[config.mk]
export PLATFORM = sky130hd
export DESIGN_NAME = prog_sequencer
export DESIGN_NICKNAME = d
export VERILOG_FILES = /design/src/rtl/prog_sequencer_pkg.sv /design/src/rtl/prog_sequencer_imem.sv /design/src/rtl/prog_sequencer.sv
export SDC_FILE = /design/constraint.sdc
export NUM_CORES = 1
export LEC_CHECK = 0
export BUFFER_PORTS_ARGS = -buffer_cell sky130_fd_sc_hd__buf_2
export CORE_ASPECT_RATIO = 0.9
export CORE_MARGIN = 2
export CORE_UTILIZATION = 60
export CTS_CLUSTER_SIZE = 10
export DETAILED_ROUTE_END_ITERATION = 10
export GPL_TIMING_DRIVEN = 1
export PLACE_DENSITY = 0.82
export SLEW_MARGIN = 10
export SYNTH_ARGS = -nofsm -noshare
export SYNTH_HDL_FRONTEND = slang
export SYNTH_SLANG_ARGS = --single-unit
[constraint.sdc]
create_clock -name clk -period 4 [get_ports clk]
set_clock_uncertainty 0.15 [all_clocks]
set_input_delay 0 -clock clk [delete_from_list [all_inputs] [get_ports clk]]
set_output_delay 0 -clock clk [all_outputs]
set_load 0.01 [all_outputs]
[src/rtl/prog_sequencer_pkg.sv]
// Shared sizes, state encoding and instruction layout
// for the nibble-entered program sequencer.
package prog_sequencer_pkg;

  localparam int SEQ_DEPTH   = 16;
  localparam int SEQ_AW      = 4;
  localparam int SEQ_TIMEOUT = 255;
  localparam int TMO_W       = 8;
  localparam int NIB_W       = 4;

  typedef enum logic [2:0] {
    S_IDLE  = 3'd0,
    S_ISSUE = 3'd1,
    S_WAIT  = 3'd2,
    S_NEXT  = 3'd3,
    S_PAUSE = 3'd4,
    S_DONE  = 3'd5,
    S_HALT  = 3'd6
  } seq_state_t;

  // {op, rd1, rd2, wr} = [15:12], [11:8], [7:4], [3:0]
  typedef struct packed {
    logic [3:0] op;
    logic [3:0] rd1;
    logic [3:0] rd2;
    logic [3:0] wr;
  } instr_t;

  function automatic logic [TMO_W-1:0] sat_inc(
    input logic [TMO_W-1:0] v
  );
    return (&v) ? v : v + TMO_W'(1);
  endfunction

endpackage

[src/rtl/prog_sequencer_imem.sv]
// Program store: one synchronous write port,
// one combinational read port.
module prog_sequencer_imem
  import prog_sequencer_pkg::*;
#(
  parameter int DEPTH = SEQ_DEPTH,
  parameter int AW    = SEQ_AW
) (
  input  logic          clk,
  input  logic          we,
  input  logic [AW-1:0] waddr,
  input  instr_t        wdata,
  input  logic [AW-1:0] raddr,
  output instr_t        rdata
);

  // Contents deliberately survive reset.
  instr_t mem_q [DEPTH];

  always_ff @(posedge clk) begin
    if (we) begin
      mem_q[waddr] <= wdata;
    end
  end

  assign rdata = mem_q[raddr];

endmodule

[src/rtl/prog_sequencer.sv]
// Captures a short program from the switches and replays it
// one instruction at a time through the datapath.
module prog_sequencer
  import prog_sequencer_pkg::*;
#(
  parameter int DEPTH   = SEQ_DEPTH,
  parameter int AW      = SEQ_AW,
  parameter int TIMEOUT = SEQ_TIMEOUT
) (
  input  logic          clk,
  input  logic          rst,
  input  logic [3:0]    nib_in,
  input  logic          ent_btn,
  input  logic          run_btn,
  input  logic          step_btn,
  input  logic          exec_done,
  input  logic          flowcheck,
  output logic [3:0]    op,
  output logic [3:0]    rd1,
  output logic [3:0]    rd2,
  output logic [3:0]    wr,
  output logic          issue,
  output logic [AW-1:0] pc,
  output logic [AW:0]   count,
  output logic [1:0]    nib_idx,
  output logic [2:0]    seq_state,
  output logic          fault
);

  localparam logic [AW:0]      CNT_FULL = (AW+1)'(DEPTH);
  localparam logic [TMO_W-1:0] TMO_MAX  = TMO_W'(TIMEOUT);

  seq_state_t       state_q, state_d;
  logic [AW-1:0]    pc_q, pc_d;
  logic [AW:0]      count_q, count_d;
  logic [1:0]       nib_idx_q, nib_idx_d;
  logic [11:0]      hold_q, hold_d;
  logic             fault_q, fault_d;
  logic             run_mode_q, run_mode_d;
  logic [TMO_W-1:0] tmo_q, tmo_d;
  instr_t           fields_q, fields_d;
  logic [2:0]       btn_q, btn_d;

  logic             ent_rise;
  logic             run_rise;
  logic             step_rise;
  logic             mem_we;
  logic [AW:0]      pc_inc;
  instr_t           wr_word;
  instr_t           rd_word;

  // Button order in btn_q: {ent, run, step}
  assign btn_d     = {ent_btn, run_btn, step_btn};
  assign ent_rise  = ent_btn  & ~btn_q[2];
  assign run_rise  = run_btn  & ~btn_q[1];
  assign step_rise = step_btn & ~btn_q[0];

  assign pc_inc  = {1'b0, pc_q} + (AW+1)'(1);
  assign wr_word = instr_t'({hold_q, nib_in});

  prog_sequencer_imem #(
    .DEPTH (DEPTH),
    .AW    (AW)
  ) u_imem (
    .clk   (clk),
    .we    (mem_we),
    .waddr (count_q[AW-1:0]),
    .wdata (wr_word),
    .raddr (pc_d),
    .rdata (rd_word)
  );

  always_comb begin
    state_d    = state_q;
    pc_d       = pc_q;
    count_d    = count_q;
    nib_idx_d  = nib_idx_q;
    hold_d     = hold_q;
    fault_d    = fault_q;
    run_mode_d = run_mode_q;
    tmo_d      = tmo_q;
    mem_we     = 1'b0;
    unique case (state_q)
      S_IDLE: begin
        if (ent_rise) begin
          if (count_q != CNT_FULL) begin
            if (nib_idx_q == 2'd3) begin
              mem_we    = 1'b1;
              count_d   = count_q + (AW+1)'(1);
              nib_idx_d = 2'd0;
            end else begin
              hold_d    = {hold_q[7:0], nib_in};
              nib_idx_d = nib_idx_q + 2'd1;
            end
          end
        end else if ((run_rise || step_rise) &&
                     count_q != '0 && nib_idx_q == 2'd0) begin
          pc_d       = '0;
          run_mode_d = run_rise;
          state_d    = S_ISSUE;
        end
      end
      S_ISSUE: begin
        tmo_d   = '0;
        state_d = S_WAIT;
      end
      S_WAIT: begin
        // A completion on the last allowed cycle still counts.
        if (exec_done) begin
          if (flowcheck) begin
            fault_d = 1'b1;
            state_d = S_HALT;
          end else begin
            state_d = S_NEXT;
          end
        end else if (tmo_q == TMO_MAX) begin
          fault_d = 1'b1;
          state_d = S_HALT;
        end else begin
          tmo_d = sat_inc(tmo_q);
        end
      end
      S_NEXT: begin
        if (pc_inc == count_q) begin
          state_d = S_DONE;
        end else begin
          pc_d    = pc_inc[AW-1:0];
          state_d = run_mode_q ? S_ISSUE : S_PAUSE;
        end
      end
      S_PAUSE: begin
        if (run_rise) begin
          run_mode_d = 1'b1;
          state_d    = S_ISSUE;
        end else if (step_rise) begin
          state_d = S_ISSUE;
        end
      end
      S_DONE, S_HALT: begin
        if (run_rise) begin
          pc_d       = '0;
          fault_d    = 1'b0;
          run_mode_d = 1'b1;
          state_d    = S_ISSUE;
        end
      end
      default: begin
        state_d = S_IDLE;
      end
    endcase
  end

  // Fields load on the edge into ISSUE so they are valid with the pulse.
  always_comb begin
    fields_d = fields_q;
    if (state_d == S_ISSUE) begin
      fields_d = rd_word;
    end
  end

  always_ff @(posedge clk) begin
    if (rst) begin
      state_q    <= S_IDLE;
      pc_q       <= '0;
      count_q    <= '0;
      nib_idx_q  <= 2'd0;
      hold_q     <= '0;
      fault_q    <= 1'b0;
      run_mode_q <= 1'b0;
      tmo_q      <= '0;
      fields_q   <= '0;
      btn_q      <= '0;
    end else begin
      state_q    <= state_d;
      pc_q       <= pc_d;
      count_q    <= count_d;
      nib_idx_q  <= nib_idx_d;
      hold_q     <= hold_d;
      fault_q    <= fault_d;
      run_mode_q <= run_mode_d;
      tmo_q      <= tmo_d;
      fields_q   <= fields_d;
      btn_q      <= btn_d;
    end
  end

  assign op        = fields_q.op;
  assign rd1       = fields_q.rd1;
  assign rd2       = fields_q.rd2;
  assign wr        = fields_q.wr;
  assign issue     = (state_q == S_ISSUE);
  assign pc        = pc_q;
  assign count     = count_q;
  assign nib_idx   = nib_idx_q;
  assign seq_state = state_q;
  assign fault     = fault_q;

endmodule
==> metrics.cfg <==
[critical_path]
endpoint=rd2[3]
cp-start-kind=flop
end_kind=flop
worst_path_max_delay_cell=or3_2
startpoint=pc[1]
worstPathCellList=ha_1 > nor2b_1 > o21bai_1 > a211oi_2 > or3_2 > buf_4 > and3_1 > a211oi_1 > o31ai_1 > or4_1
worst-path-buf-inv=1
worstRegToRegCells=10
cp.required_ps=4230
r2r-start=pc[1]
r2r_slack_ps=380
path_depth=10
path_max_fanout=62
cpPeakStageDelay_ps=500
worst_ep_arrival_time_ps=3860
crit_type=reg -> reg
reg2reg_to=rd2[3]
crit_family=simple AND/OR/NAND/NOR gates

[floorplanning]
die_w_um=158.9
die_h_um=143.4
pin_count=43
start_util_pct=61.61
rows=50
core_um2=21020
die_area_um2=22780

[clocking]
clkLatencyLatePin_ps=520
clockBufferDepth=3
root_buffer=clkbuf_16
htreeDepth=2
cts_made_buffers=37
post-cts-setup-buffers=0
cts_tree=yes
clock_sinks=311
cts.reportedPaths.clkPinSlew_ps=60

[run]
max-cap-violations=0

[sta]
slew_violations=0
rsz0062_at_grt=no
post-route-min-period_ps=3624
slew_headroom_pct=44.86
worst_pin_slew_ps=826.0
fin_tns_setup_ps=0
clock.fmax_mhz=275.9
period_share_pct=90.60
hold_ws_ps=299.4
hold_violations=0
setup_violations=0

[detailed_routing]
dr.pass1.iters=5
routed_wl_um=32750
antenna_left=0
drc=0
viasPerCell=6.754
drt_iter0_drc=1217
avgRoutedWirePerCell_um=25.00
routed-via-count=8848

[global_routing]
grt_pass1_wl_um=50590
grtUsageTotal_pct=29.11
grt_antenna_before_repair=0
overflow=0
grt_pass1_vias=8717
grt_max_degree=63

[power_and_ir_drop]
p_per_area_nw_per_um2=443.0
total_power_w=0.006577
total_leakage_power_nw=5.222
peakVddDrop_mv=0.5023

[placement]
place_hpwl_um=18550
dpl-instance-area_um2=13630
io_buffers=42
gp_congestion=0.8902

[logic_synthesis]
syn_inst=936
syn-cell-area_um2=12950
async_flop_share_pct=0
synth_nets=955
yosysUniqueCellTypes=64
ys_seq_area_share_pct=67.86
synth-warning-count=0
ys.flop_type=edfxtp_1
synth_edf_count=256
syn_area_per_cell_um2=13.84
ys_ff_latch=311

[finish]
areaGrowthSynthToFinish_pct=14.63
final_layout_size_suffix_gt1_share_pct=16.60
fillers=1390
finalInstanceArea_um2=14850
antennaDiodeCount=0
nNetsFinal=1019

[min_path]
holdCritPathClass=in -> reg

[outcome]
status=finished, final reports clean

logic make-up (layout without fill, tap and decap cells):
group                    Yosys count  in the layout  synth area share [%]
AND/OR/NAND/NOR                  257            257                 10.09
multiplexers                      31             31                 2.550
AO/OA/AOI/OAI                    231            231                 14.97
flip-flops                       311            311                 67.86
adder cells (fa/ha/maj)            8              8                0.7729
buffers and inverters             83            171                 2.744
XOR/XNOR                          15             15                 1.014
worst register-to-register path: stages (launching register included):
cell and delay (ps):
dfxtp_1 380, ha_1 300, nor2b_1 170, o21bai_1 380, a211oi_2 190, or3_2 500
buf_4 340, and3_1 270, a211oi_1 220, o31ai_1 100, or4_1 490
placed cells by master, fill, tap and decap left out, types with 16 or more instances in the layout:
cell type / netlist / final
clkbuf_1: 45 / 23
a211oi_1: 20 / 20
buf_4: 2 / 35
nand3_1: 25 / 24
buf_2: 23 / 42
clkbuf_16: 0 / 38
a211o_1: 47 / 47
a311oi_1: 17 / 17
and3_1: 67 / 66
nor2_1: 60 / 60
a32oi_1: 31 / 31
o21ai_0: 19 / 19
dfxtp_1: 55 / 55
o2111ai_1: 16 / 16
mux2_2: 16 / 16
edfxtp_1: 256 / 256
nand2_1: 60 / 59
sequential cells by signal, indices dropped and copies added, names as in the netlist:
register	flops
u_imem.mem_q	256
hold_q	12
tmo_q	8
count	5
op	4
pc	4
rd1	4
rd2	4
wr	4
btn_q	3
seq_state	3
nib_idx	2
fault	1
run_mode_q	1
per-stage QoR:
step / util [%] / cells / setup slack, ps
floorplan: - / 936 / 530.4
global placement: 64.85 / 1232 / 388.0
detailed placement: 64.85 / 1232 / 290.1
CTS: 70.62 / 1310 / 227.9
global route: 70.63 / 1310 / 151.5
finish: 70.63 / 1310 / 375.9
where the power goes:
| group | switching (W) | internal, W |
|---|---|---|
| sequential | 0.0000274 | 0.00350 |
| combinational | 0.0000494 | 0.0000306 |
| clock | 0.00121 | 0.00176 |
Yosys cell counts, types with 2 or more instances:
| library cell | number | share of area [%] |
|---|---|---|
| mux2_2 | 16 | 1.4 |
| o21ai_2 | 2 | 0.14 |
| nand2_1 | 60 | 1.7 |
| a2111oi_4 | 2 | 0.43 |
| nand3_2 | 2 | 0.15 |
| and3_1 | 67 | 3.2 |
| nor2_1 | 60 | 1.7 |
| a211oi_1 | 20 | 1.2 |
| ha_1 | 8 | 0.77 |
| a22oi_1 | 15 | 0.87 |
| a31oi_1 | 4 | 0.19 |
| or3_1 | 4 | 0.19 |
| nand2b_1 | 6 | 0.29 |
| o211ai_1 | 15 | 0.87 |
| xnor2_1 | 8 | 0.54 |
| a311o_1 | 15 | 1.2 |
| a311oi_1 | 17 | 1.1 |
| o21ai_0 | 19 | 0.73 |
| xor2_1 | 7 | 0.47 |
| a21o_1 | 2 | 0.12 |
| mux2i_1 | 15 | 1.2 |
| edfxtp_1 | 256 | 59 |
| nand3_1 | 25 | 0.97 |
| a21oi_1 | 8 | 0.31 |
| nor3_1 | 10 | 0.39 |
| dfxtp_1 | 55 | 8.5 |
| clkbuf_1 | 45 | 1.3 |
| nand4_1 | 2 | 0.097 |
| a32oi_1 | 31 | 2.1 |
| o2111ai_1 | 16 | 1.1 |
| a211oi_2 | 3 | 0.29 |
| and2_1 | 2 | 0.097 |
| buf_2 | 23 | 0.89 |
| and4b_1 | 2 | 0.15 |
| buf_4 | 2 | 0.12 |
| a211o_1 | 47 | 3.2 |
| nor2_2 | 2 | 0.097 |
| inv_1 | 11 | 0.32 |
| nor2b_1 | 7 | 0.34 |
per-layer routing:
| metal | vias to the layer above | wire, um | GRT usage [%] |
|---|---|---|---|
| li1 | 3846 | - | - |
| met1 | 4346 | 12750 | 39.63 |
| met2 | 566 | 15570 | 47.23 |
| met3 | 90 | 3578 | 6.955 |
| met4 | 0 | 857 | 9.091 |
| met5 | - | 0 | 0 |
worst min-delay path by stage:
stage	startpoint	end	slack (ps)	cells past startpoint
detailed placement	step_btn	btn_q[0]	90	2
finish	nib_in[3]	u_imem.mem_q[7][3]	300	2
global placement	ent_btn	btn_q[2]	80	2
CTS	nib_in[1]	u_imem.mem_q[3][1]	280	2
global route	nib_in[1]	u_imem.mem_q[1][1]	320	2
floorplan	nib_in[0]	u_imem.mem_q[0][0]	-50	0
cell type report:
type / instances / area [um^2] / share of cell area, %
flip-flops and latches: 311 / 8788 / 59.20
multi-input cells: 542 / 3872 / 26.09
clock buffers: 61 / 1037 / 6.987
repair buffers: 97 / 723.2 / 4.871
well taps: 286 / 357.8 / 2.410
inverters: 11 / 41.29 / 0.2781
clock inverters: 2 / 25.02 / 0.1686
what timing repair did:
action	in CTS	in global routing
hold buffers	15	0
gates resized for setup	0	1
endpoints found under the hold margin	98	0
endpoints found under the setup margin	0	1
No activity file was read; power rests on OpenSTA's default activity.
